$ cat src/rtl/instruction_fetch_unit.sv
// Instruction fetch stage: program counter, IF/ID pipeline register and the
// RUN / HALT / FAULT control that handles stall, branch redirect, end of
// program and misaligned branch targets.
module instruction_fetch_unit #(
    parameter logic [63:0] RESET_PC  = 64'd0,
    parameter int          MEM_BYTES = 16,
    parameter logic [31:0] NOP_INSTR = 32'h00000013
) (
    input  logic        clk,
    input  logic        reset,
    input  logic        stall,
    input  logic        branch_taken,
    input  logic [63:0] branch_target,
    input  logic [31:0] Instruction,
    output logic [63:0] Inst_Address,
    output logic [63:0] IFID_PC,
    output logic [31:0] IFID_Instruction,
    output logic        IFID_valid,
    output logic        halted,
    output logic        misaligned
);

    // Highest byte address at which a whole word can still be fetched.
    localparam logic [63:0] LAST_ADDR = 64'(MEM_BYTES - 4);

    typedef enum logic [1:0] {
        S_RUN,
        S_HALT,
        S_FAULT
    } state_e;

    state_e      state_q, state_d;
    logic [63:0] pc_q, pc_d;
    logic [63:0] ifid_pc_q, ifid_pc_d;
    logic [31:0] ifid_instr_q, ifid_instr_d;
    logic        ifid_valid_q, ifid_valid_d;

    logic target_aligned;
    logic target_in_range;
    logic pc_in_range;

    assign target_aligned  = (branch_target[1:0] == 2'b00);
    assign target_in_range = (branch_target <= LAST_ADDR);
    assign pc_in_range     = (pc_q <= LAST_ADDR);

    // Next-state, next-PC and IF/ID update; branch beats range check beats stall.
    always_comb begin
        // NOTE: every signal gets its hold value first so no path through the
        // case/if tree leaves one unassigned, which would infer a latch.
        state_d      = state_q;
        pc_d         = pc_q;
        ifid_pc_d    = ifid_pc_q;
        ifid_instr_d = ifid_instr_q;
        ifid_valid_d = ifid_valid_q;

        case (state_q)
            S_RUN: begin
                if (branch_taken) begin
                    // Either outcome squashes the instruction being fetched.
                    ifid_valid_d = 1'b0;
                    ifid_instr_d = NOP_INSTR;
                    if (!target_aligned) begin
                        state_d = S_FAULT;
                    end else begin
                        pc_d      = branch_target;
                        ifid_pc_d = 64'd0;
                    end
                end else if (!pc_in_range) begin
                    // Ran off the end of the image: stop without capturing.
                    state_d      = S_HALT;
                    ifid_valid_d = 1'b0;
                    ifid_instr_d = NOP_INSTR;
                end else if (!stall) begin
                    ifid_instr_d = Instruction;
                    ifid_pc_d    = pc_q;
                    ifid_valid_d = 1'b1;
                    pc_d         = pc_q + 64'd4;
                end
            end

            S_HALT: begin
                // Stall is irrelevant here; only a branch can move the PC.
                ifid_valid_d = 1'b0;
                if (branch_taken) begin
                    if (!target_aligned) begin
                        state_d      = S_FAULT;
                        ifid_instr_d = NOP_INSTR;
                    end else begin
                        pc_d = branch_target;
                        if (target_in_range) begin
                            state_d = S_RUN;
                        end
                    end
                end
            end

            S_FAULT: begin
                // Sticky until reset; everything is frozen.
                ifid_valid_d = 1'b0;
            end

            default: begin
                state_d = S_FAULT;
            end
        endcase
    end

    // State, PC and IF/ID registers with asynchronous reset.
    always_ff @(posedge clk or posedge reset) begin
        if (reset) begin
            state_q      <= S_RUN;
            pc_q         <= RESET_PC;
            ifid_pc_q    <= 64'd0;
            ifid_instr_q <= NOP_INSTR;
            ifid_valid_q <= 1'b0;
        end else begin
            // NOTE: non-blocking assignments so every register samples the
            // pre-edge values computed above, independent of statement order.
            state_q      <= state_d;
            pc_q         <= pc_d;
            ifid_pc_q    <= ifid_pc_d;
            ifid_instr_q <= ifid_instr_d;
            ifid_valid_q <= ifid_valid_d;
        end
    end

    assign Inst_Address     = pc_q;
    assign IFID_PC          = ifid_pc_q;
    assign IFID_Instruction = ifid_instr_q;
    assign IFID_valid       = ifid_valid_q;
    assign halted           = (state_q == S_HALT);
    assign misaligned       = (state_q == S_FAULT);

endmodule

$ cat config.mk
export PLATFORM = sky130hd
export DESIGN_NAME = instruction_fetch_unit
export DESIGN_NICKNAME = d
export VERILOG_FILES = /design/src/rtl/instruction_fetch_unit.sv
export SDC_FILE = /design/constraint.sdc
export NUM_CORES = 1
export LEC_CHECK = 0
export BUFFER_PORTS_ARGS = -buffer_cell sky130_fd_sc_hd__buf_2
export CAP_MARGIN = 20
export CORE_UTILIZATION = 50
export DETAILED_ROUTE_END_ITERATION = 8
export PLACE_DENSITY = 0.77
export SLEW_MARGIN = 20
export SYNTH_ARGS = -nofsm -noshare
export SYNTH_HDL_FRONTEND = slang
export SYNTH_SLANG_ARGS = --single-unit
$ cat constraint.sdc
create_clock -name clk -period 14.04 [get_ports clk]
set_clock_uncertainty 0.2 [all_clocks]
set_input_delay 0 -clock clk [delete_from_list [all_inputs] [get_ports clk]]
set_output_delay 0 -clock clk [all_outputs]
set_load 0.01 [all_outputs]
**After elaboration in Yosys (flattened, before gate mapping)**

Cells that the tools add are included.

- $add $sub $neg: 1
- $mul: 0
- Divide/modulo/power cells: 0
- Order comparisons: 2
- Equal/unequal tests: 12
- Shift operators: 0
- Mux-type cells: 27
- Bitwise logic cells: 1
- Reduce and logical (&&, ||, !) cells: 11

Operator list:

| cell | number |
|---|---|
| $mux W64 | 9 |
| $mux W32 | 5 |
| $le A64 B4 Y1 const B | 2 |
| $pmux W64 S2 | 1 |
| $add A64 B3 Y64 const B | 1 |
| $pmux W32 S2 | 1 |
| $mux W2 | 6 |
| $ne A3 B3 Y1 const B | 4 |
| $reduce_and A4 Y1 | 3 |
| $pmux W2 S3 | 1 |
| $reduce_bool A2 Y1 | 3 |
| $reduce_and A5 Y1 | 1 |
| $logic_not A2 Y1 | 2 |
| $ne A2 B1 Y1 const B | 2 |
| $ne A2 B2 Y1 const B | 2 |
| $ne A4 B4 Y1 const B | 1 |
| $mux W1 | 3 |
| $ne A3 B2 Y1 const B | 1 |
| $eq A2 B1 Y1 const B | 1 |
| $eq A2 B2 Y1 const B | 1 |
| $pmux W1 S2 | 1 |
| $reduce_and A2 Y1 | 1 |
| $reduce_or A2 Y1 | 1 |
| $not A1 Y1 | 1 |

- Register bits: 163
- Latch bits: 0
- Bits in writable memories: 0
- ROM bits: 0
- Output and inout port bits: 163
- Logic and storage cells: 59
- Memories kept: 0

**Logic depth before layout (Yosys ltp)**

Gate-level depths: netlist of run 1.

- Word-level depth: 5
- Depth in mapped cells: 10

**Least setup slack after synthesis of run 1**

Ideal clock, no wire load.

- Kind: flip-flop to flip-flop
- Start: register state_q[1]
- End: register pc_q[34], in the netlist Inst_Address[34]
- Setup time: 0.126 ns
- Arrival time: 2.213 ns
- Required time: 13.714 ns
- Setup slack: 11.501 ns
- Cell stages (with the launch flop): 10
- Clock period less this slack: 2.539 ns
- Cells stage by stage: dfrtp_1 -> inv_1 -> ha_1 -> or2_2 -> clkbuf_1 -> nor3_2 -> nand4_1 -> or3_1 -> o21ai_0 -> a21oi_1

- Longest elaborated chain between the ends: 3
- Elaborated cells between the ends (all ways): 8
- Those cells by class: eq/ne: 4; mux: 1; reduce/logical: 3

Ends and longest elaborated chain:

| item | RTL line | text |
|---|---|---|
| start: declaration | 32 | `state_e state_q, state_d;` |
| start signal: assignment | 119 | `state_q <= state_d;` |
| $eq A2 B1 Y1 (*) | -- |  |
| named net halted | 19 | `output logic halted,` |
| $ne A2 B2 Y1 (no line) / $reduce_bool A2 Y1 (equally long branches) | -- |  |
| $reduce_and A4 Y1 (no line) | -- |  |
| end signal: assignment | 120 | `pc_q <= pc_d;` |
| end: declaration | 33 | `logic [63:0] pc_q, pc_d;` |

The timed path passes the listed nets; every way through them passes the cells marked *.
A chain may end at the register's enable or synchronous reset.

**Worst setup path in the final report of run 1**

- Start: register state_q[0]
- End: register pc_q[22], in the netlist Inst_Address[22]

- Longest elaborated chain between the ends: 3
- Elaborated cells between the ends (all ways): 8
- Those cells by class: eq/ne: 4; mux: 1; reduce/logical: 3

Ends and longest elaborated chain:

| item | RTL line | text |
|---|---|---|
| $eq A2 B1 Y1 / $logic_not A2 Y1 (equally long branches) | 56 | `case (state_q)` |
| $ne A2 B2 Y1 (no line), or another cell as far along | -- |  |
| $reduce_and A4 Y1 (no line) | -- |  |

Several ways; a longest one is shown, not always the timed one.

==> flow_summary.toml, run 1 <==
[yosys]
synth_fa_ha_area_share_pct = 0.837
ys.flop_type = "dfrtp_1"
synth.most_common_cell = "nand2_1"
syn_inst = 761
ys_warn_count = 0
synth_common_cells = "170 x nand2_1, 160 x dfrtp_1, 61 x and2_1"
synth_top_cell_area_share_pct = 53.6
avgSynthCellArea_um2 = 9.82
syn_nets = 866
ys_seq_elements = 163
synth_edf_count = 0
synth_top_family_by_area = "simple AND/OR/NAND/NOR gates"
synth-simple-area-share_pct = 24.4
yosys.area.top_type = "dfrtp_1"
async_reset_ff_share_pct = 100
synthMuxAreaShare_pct = 5.96
synth_compound_area_share_pct = 9.76
synthXorXnorAreaFrac_pct = 0
synth.cell_area_mm2 = 0.00747
ys_seq_area_share_pct = 54.6
yosys-top-cells-area = "dfrtp_1 54%, nand2_1 8.5%, mux2i_1 5.4%"
yosysUniqueCellTypes = 52

[critical_path]
cp_data_arrival_time_ns = 3.42
path_class = "reg2reg"
timing.rr.start = "state_q[0]"
critPathMaxFanout = 30
crit_required_ns = 14.15
crit_path_start_kind = "register"
end_kind = "register"
reg2regPathDepth = 9
rr_endpoint = "Inst_Address[22]"
rrSetupSlack_ns = 10.74
worstSetupStartpoint = "state_q[0]"

[sta]
fin_crit_ns = 3.30
tns_ns = 0
fmaxAchievable_mhz = 303
drv_slew = 0
rsz0062_at_grt = "false"
setup_violations = 0
finalWorstSetupSlack_ns = 10.74
tightest_slew_ns = 1.15
hold_viol = 0
relSlewSlack_pct = 23.3
period_share_pct = 23.5

[die]
start_util_pct = 51.4
rows = 44
dieArea_mm2 = 0.0154
io-pin-count = 263
core_area_mm2 = 0.0145
chipHeight_um = 124
die_w_um = 124

[global_route]
grt_usage_pct = 32.6
grt_use_met2_pct = 52.4
grt_antenna_before_repair = 0
grt_pass1_vias = 7439
grt_max_degree = 87
overflow = 0
grt_first_pass_wirelength_mm = 39.5
gr-max-usage-layer = "met2"
use_met1_pct = 40.2
met3_usage_pct = 8.58

[detailed_routing]
drt-total-wl_mm = 24.7
via_count = 7391
postRouteAntennaNets = 0
via_per_inst = 5.64
route.detailed.drc = 0
dr.pass1.iters = 6
drt_iter0_markers = 773
wl_per_cell_um = 18.8

[clock_tree]
worstSkewPairLatency_ns = 0.43
cts_buffer_depth = 2
postCtsHoldBufs = 102
clock_sinks = 163
htree_levels = 4
cts-buffers-inserted = 17
post-cts-setup-buffers = 0
path_clk_slew_ns = 0.07
cts_resized = 0
cts_tree = "yes"
cts_root_buf = "clkbuf_16"

[cells_and_area]
fin_area_mm2 = 0.0105
synthToLayoutAreaGrowth_pct = 40.5
finalNetCount = 1217
drive_gt1_share_pct = 28.4
regArea_mm2 = 0.00408
multi_input_area_mm2 = 0.00308
num-fill-cells = 1046

[min_path]
hold_class = "in2reg"
min_to = "Inst_Address[42]"
hold_path_depth = 6
hp-start = "branch_target[42]"

[placed_design]
place_ws_ns = 10.87
placed_cell_area_mm2 = 0.00889
portBuffers = 262
post-dp-hpwl_mm = 15.4
place_congestion = 0.921

[pwr]
vdd_drop_max_v = 0.0000943
power_density_mw_per_mm2 = 145
p_leak_nw = 5.44

[job]
drv_cap = 0

[outcome]
status = "completed"
placed cells by master (no fill, tap or decap), drive strengths merged, types with 5 or more instances in the layout:
cell	count
dlygate4sd3	102
o22a	14
and3	6
nand3	15
clkbuf	18
buf	270
nand4	17
inv	44
ha	5
a21oi	30
nand2b	5
nand2	170
and2	62
a22o	6
mux2i	40
and4b	5
nor2	33
nor2b	5
a22oi	5
dfrtp	160
o21ai	19
a31oi	8
nor4	32
and4	5
critical path, cell delays in order (launching register included):
cell,delay [ns]
dfrtp_1,0.41
inv_1,0.12
ha_1,0.45
nor2_1,0.10
nor2b_1,0.13
buf_4,0.30
nand2_2,0.45
a22oi_1,0.36
nor2_1,0.08
dlygate4sd3_1,0.58
flip-flops by register name, summed over array words and instances, names as in the netlist:
name / count
Inst_Address: 64
IFID_PC: 64
state_q: 2
IFID_valid: 1
IFID_Instruction: 32
where the power goes:
part	leakage [nW]	switching, mW	internal, mW
clock network	0.290	0.210	0.254
registers	2.12	0.114	0.544
logic	3.03	0.217	0.181
metrics by stage:
step	cells	util, %	power (mW)	hold slack, ns
final	1310	72.2	1.52	0.0191
after global routing	1309	72.2	1.59	0.0433
after CTS	1309	72.2	1.51	0.00926
after detailed placement	1175	61.1	1.02	0.00517
after global placement	1175	61.1	1.02	0.00971
after floorplan	761	-	0.853	-0.0946
cell families after synthesis:
logic type               Yosys count
AO/OA/AOI/OAI                    108
adder cells (fa/ha/maj)            5
buffers and inverters             73
flip-flops                       163
multiplexers                      44
AND/OR/NAND/NOR                  368
metal layers:
layer | share of wire (%) | wire length, µm | up-vias
li1 | - | - | 3336
met1 | 39 | 9730 | 3522
met2 | 48 | 11800 | 441
met3 | 8.6 | 2110 | 92
met4 | 4.0 | 994 | 0
met5 | 0 | 0 | -
how the worst max path moves through the flow:
stage                                 to  slack [ns]
finish                  Inst_Address[22]       10.74
global placement        Inst_Address[34]       10.97
global route            Inst_Address[22]       10.51
floorplan           IFID_Instruction[10]        9.44
CTS                     Inst_Address[22]       10.46
detailed placement      Inst_Address[34]       10.87
cell type report:
| cell class | instances | share of cell area (%) |
|---|---|---|
| clock inverter | 14 | 1.45 |
| inverter | 33 | 1.23 |
| clock buffer | 18 | 4.09 |
| antenna | 1 | 0.0238 |
| sequential | 163 | 38.9 |
| multi-input combinational | 525 | 29.3 |
| tap | 184 | 2.19 |
| timing repair buffer | 372 | 22.8 |
(Power assumes the default switching activity.)
==> inputs of run 2 (changes only) <==
--- a/config.mk
+++ b/config.mk
@@ -7,9 +7,9 @@
 export LEC_CHECK = 0
 export BUFFER_PORTS_ARGS = -buffer_cell sky130_fd_sc_hd__buf_2
 export CAP_MARGIN = 20
-export CORE_UTILIZATION = 50
+export CORE_UTILIZATION = 45
 export DETAILED_ROUTE_END_ITERATION = 8
-export PLACE_DENSITY = 0.77
+export PLACE_DENSITY = 0.73
 export SLEW_MARGIN = 20
 export SYNTH_ARGS = -nofsm -noshare
 export SYNTH_HDL_FRONTEND = slang
==> constraint.sdc (replaced) <==
create_clock -name clk -period 2.7 [get_ports clk]
set_clock_uncertainty 0.2 [all_clocks]
set_input_delay 0 -clock clk [delete_from_list [all_inputs] [get_ports clk]]
set_output_delay 0 -clock clk [all_outputs]
set_load 0.01 [all_outputs]
==> run 2 against run 1 <==
  * Via count rose by 3.8%
  * Clock power rose to 5.5 times the previous value
  * Routed wire length rose by 7.6%
  * Sequential cell count did not move
  * Critical path type unchanged
  * Highest routed layer is now met5
  * Clock-buffer cell count fell by 1
  * Critical endpoint is now IFID_PC[31]
  * Critical path depth fell by 2
==> flow_summary.toml, run 2 (synthesized netlist as in run 1, its figures left out) <==
[detailed_routing]
topRoutingLayerUsed = "met5"
postRouteAntennaNets = 0
m1WireLength_mm = 10.6
dr_wl_met3_mm = 2.27
drt-total-wl_mm = 26.5
drt_iter0_markers = 547
route.detailed.drc = 0
via_count = 7675
via_per_inst = 5.39
wl_met2_mm = 12.7
wl_per_cell_um = 18.7
dr.pass1.iters = 5

[cells_and_area]
final_common_cell = "buf_2"
finalNetCount = 1299
synthToLayoutAreaGrowth_pct = 52.4
fin_area_mm2 = 0.0114
drive_gt1_share_pct = 35.3
num-fill-cells = 1164
final_cell_mix = "262 x buf_2, 170 x nand2_1, 160 x dfrtp_1, 97 x dlygate4sd3_1, 83 x buf_4"
antenna_cells = 0

[pwr]
power.total_mw = 8.61
p_leak_nw = 5.91
power_density_mw_per_mm2 = 757
vdd_drop_max_v = 0.000553

[die]
die_w_um = 131
rows = 46
io-pin-count = 263
dieArea_mm2 = 0.0171
chipHeight_um = 131
start_util_pct = 46.5
core_area_mm2 = 0.0161

[global_route]
grt_pass1_vias = 7243
grt_antenna_before_repair = 1
grt_usage_pct = 29.7
grt_max_degree = 78
overflow = 0
grt_first_pass_wirelength_mm = 38.4

[critical_path]
end_kind = "register"
cp_slowest_cell = "or3b_4"
crit_required_ns = 2.82
slowest_delay_ns = 0.49
critPathMaxFanout = 15
crit_path_start_kind = "register"
cp_data_arrival_time_ns = 2.76
crit_chain = "nor4_4 > buf_4 > nand4_1 > nor4_4 > or3b_4 > a21bo_4 > and2_1"
crit_top_cell = "nor4_4"
path_class = "reg2reg"

[clock_tree]
path_clk_slew_ns = 0.07
worstSkewPairLatency_ns = 0.43
cts_tree = "yes"
htree_levels = 4
cts_buffer_depth = 2
clock_sinks = 163
cts-buffers-inserted = 17
cts_root_buf = "clkbuf_16"

[sta]
relSlewSlack_pct = 61.4
fin_crit_ns = 2.64
tns_ns = 0
rsz0062_at_grt = "true"
hold_viol = 0
setup_violations = 0
period_share_pct = 97.8
tightest_slew_ns = 0.578
fmaxAchievable_mhz = 379
drv_slew = 0

[outcome]
status = "completed"

[job]
drv_cap = 0

[placed_design]
placed_cell_area_mm2 = 0.00954
portBuffers = 262
place_congestion = 0.924
post-dp-hpwl_mm = 17.0

[min_path]
hold_class = "in2reg"
## run 2: cell types whose count changed in the layout (fill, tap and decap cells not counted), sizes merged
cell         previous run  this run
buf                   270       352
a21bo                   1         6
dlygate4sd3           102        97
inv                    44        39
clkinv                  2         6
clkinvlp                0         2
clkbuf                 18        17
diode                   1         0
## run 2: report_power, final
group	switching, mW	internal [mW]	total (mW)
combinational	1.54	1.39	2.93
sequential	0.324	2.83	3.15
clock	1.18	1.35	2.53
## run 2: layout make-up
cell class | instances | area, µm² | area share (%)
Clock buffer | 17 | 425 | 3.74
Clock inverter | 15 | 209 | 1.84
Inverter | 33 | 128 | 1.12
Multi-Input combinational cell | 530 | 3230 | 28.4
Sequential cell | 163 | 4080 | 35.9
Tap cell | 216 | 270 | 2.37
Timing Repair Buffer | 449 | 3040 | 26.7
## run 2: critical path, delay by kind of cell (launching register included)
family          cells  cell delay (ns)
compound gates      1             0.30
simple gates        5             1.45
buf+inv             1             0.16
flops               1             0.42
## run 2: metrics by stage
stage | util (%) | hold WS (ns) | cells | setup slack [ns]
finish | 70.9 | 0.0174 | 1423 | 0.0598
global route | 70.9 | 0.0909 | 1423 | -0.0286
CTS | 69.4 | 0.00371 | 1409 | 0.0177
detailed placement | 59.4 | -0.113 | 1280 | 0.0511
global placement | 59.4 | -0.117 | 1280 | 0.0914
floorplan | - | -0.0946 | 761 | 0.161
## run 2: repair_timing
item,4_1_cts,5_1_grt
hold buffers,97,0
endpoints found under the hold margin,260,0
buffers inserted,0,9
setup endpoints to repair,0,89
gates resized for setup,0,25
## run 2: path summary, 6_finish.rpt
kind                                    from  cells past startpoint  slack [ns]             endpoint
max                         Inst_Address[30]                      7        0.06          IFID_PC[31]
min in group asynchronous              reset                      4        0.56      Inst_Address[3]
max in group asynchronous              reset                      5        0.93  IFID_Instruction[0]
min reg2reg                      IFID_PC[12]                      1        0.28          IFID_PC[12]
min                        branch_target[42]                      6        0.02     Inst_Address[42]
max reg2reg                 Inst_Address[30]                      7        0.06          IFID_PC[31]
## run 2: metal layers
| layer | vias up | global-route usage [%] |
|---|---|---|
| met2 | 410 | 48.1 |
| met1 | 3667 | 37.1 |
| met4 | 2 | 13.6 |
| met3 | 75 | 7.86 |
| met5 | - | 0 |
| li1 | 3521 | - |
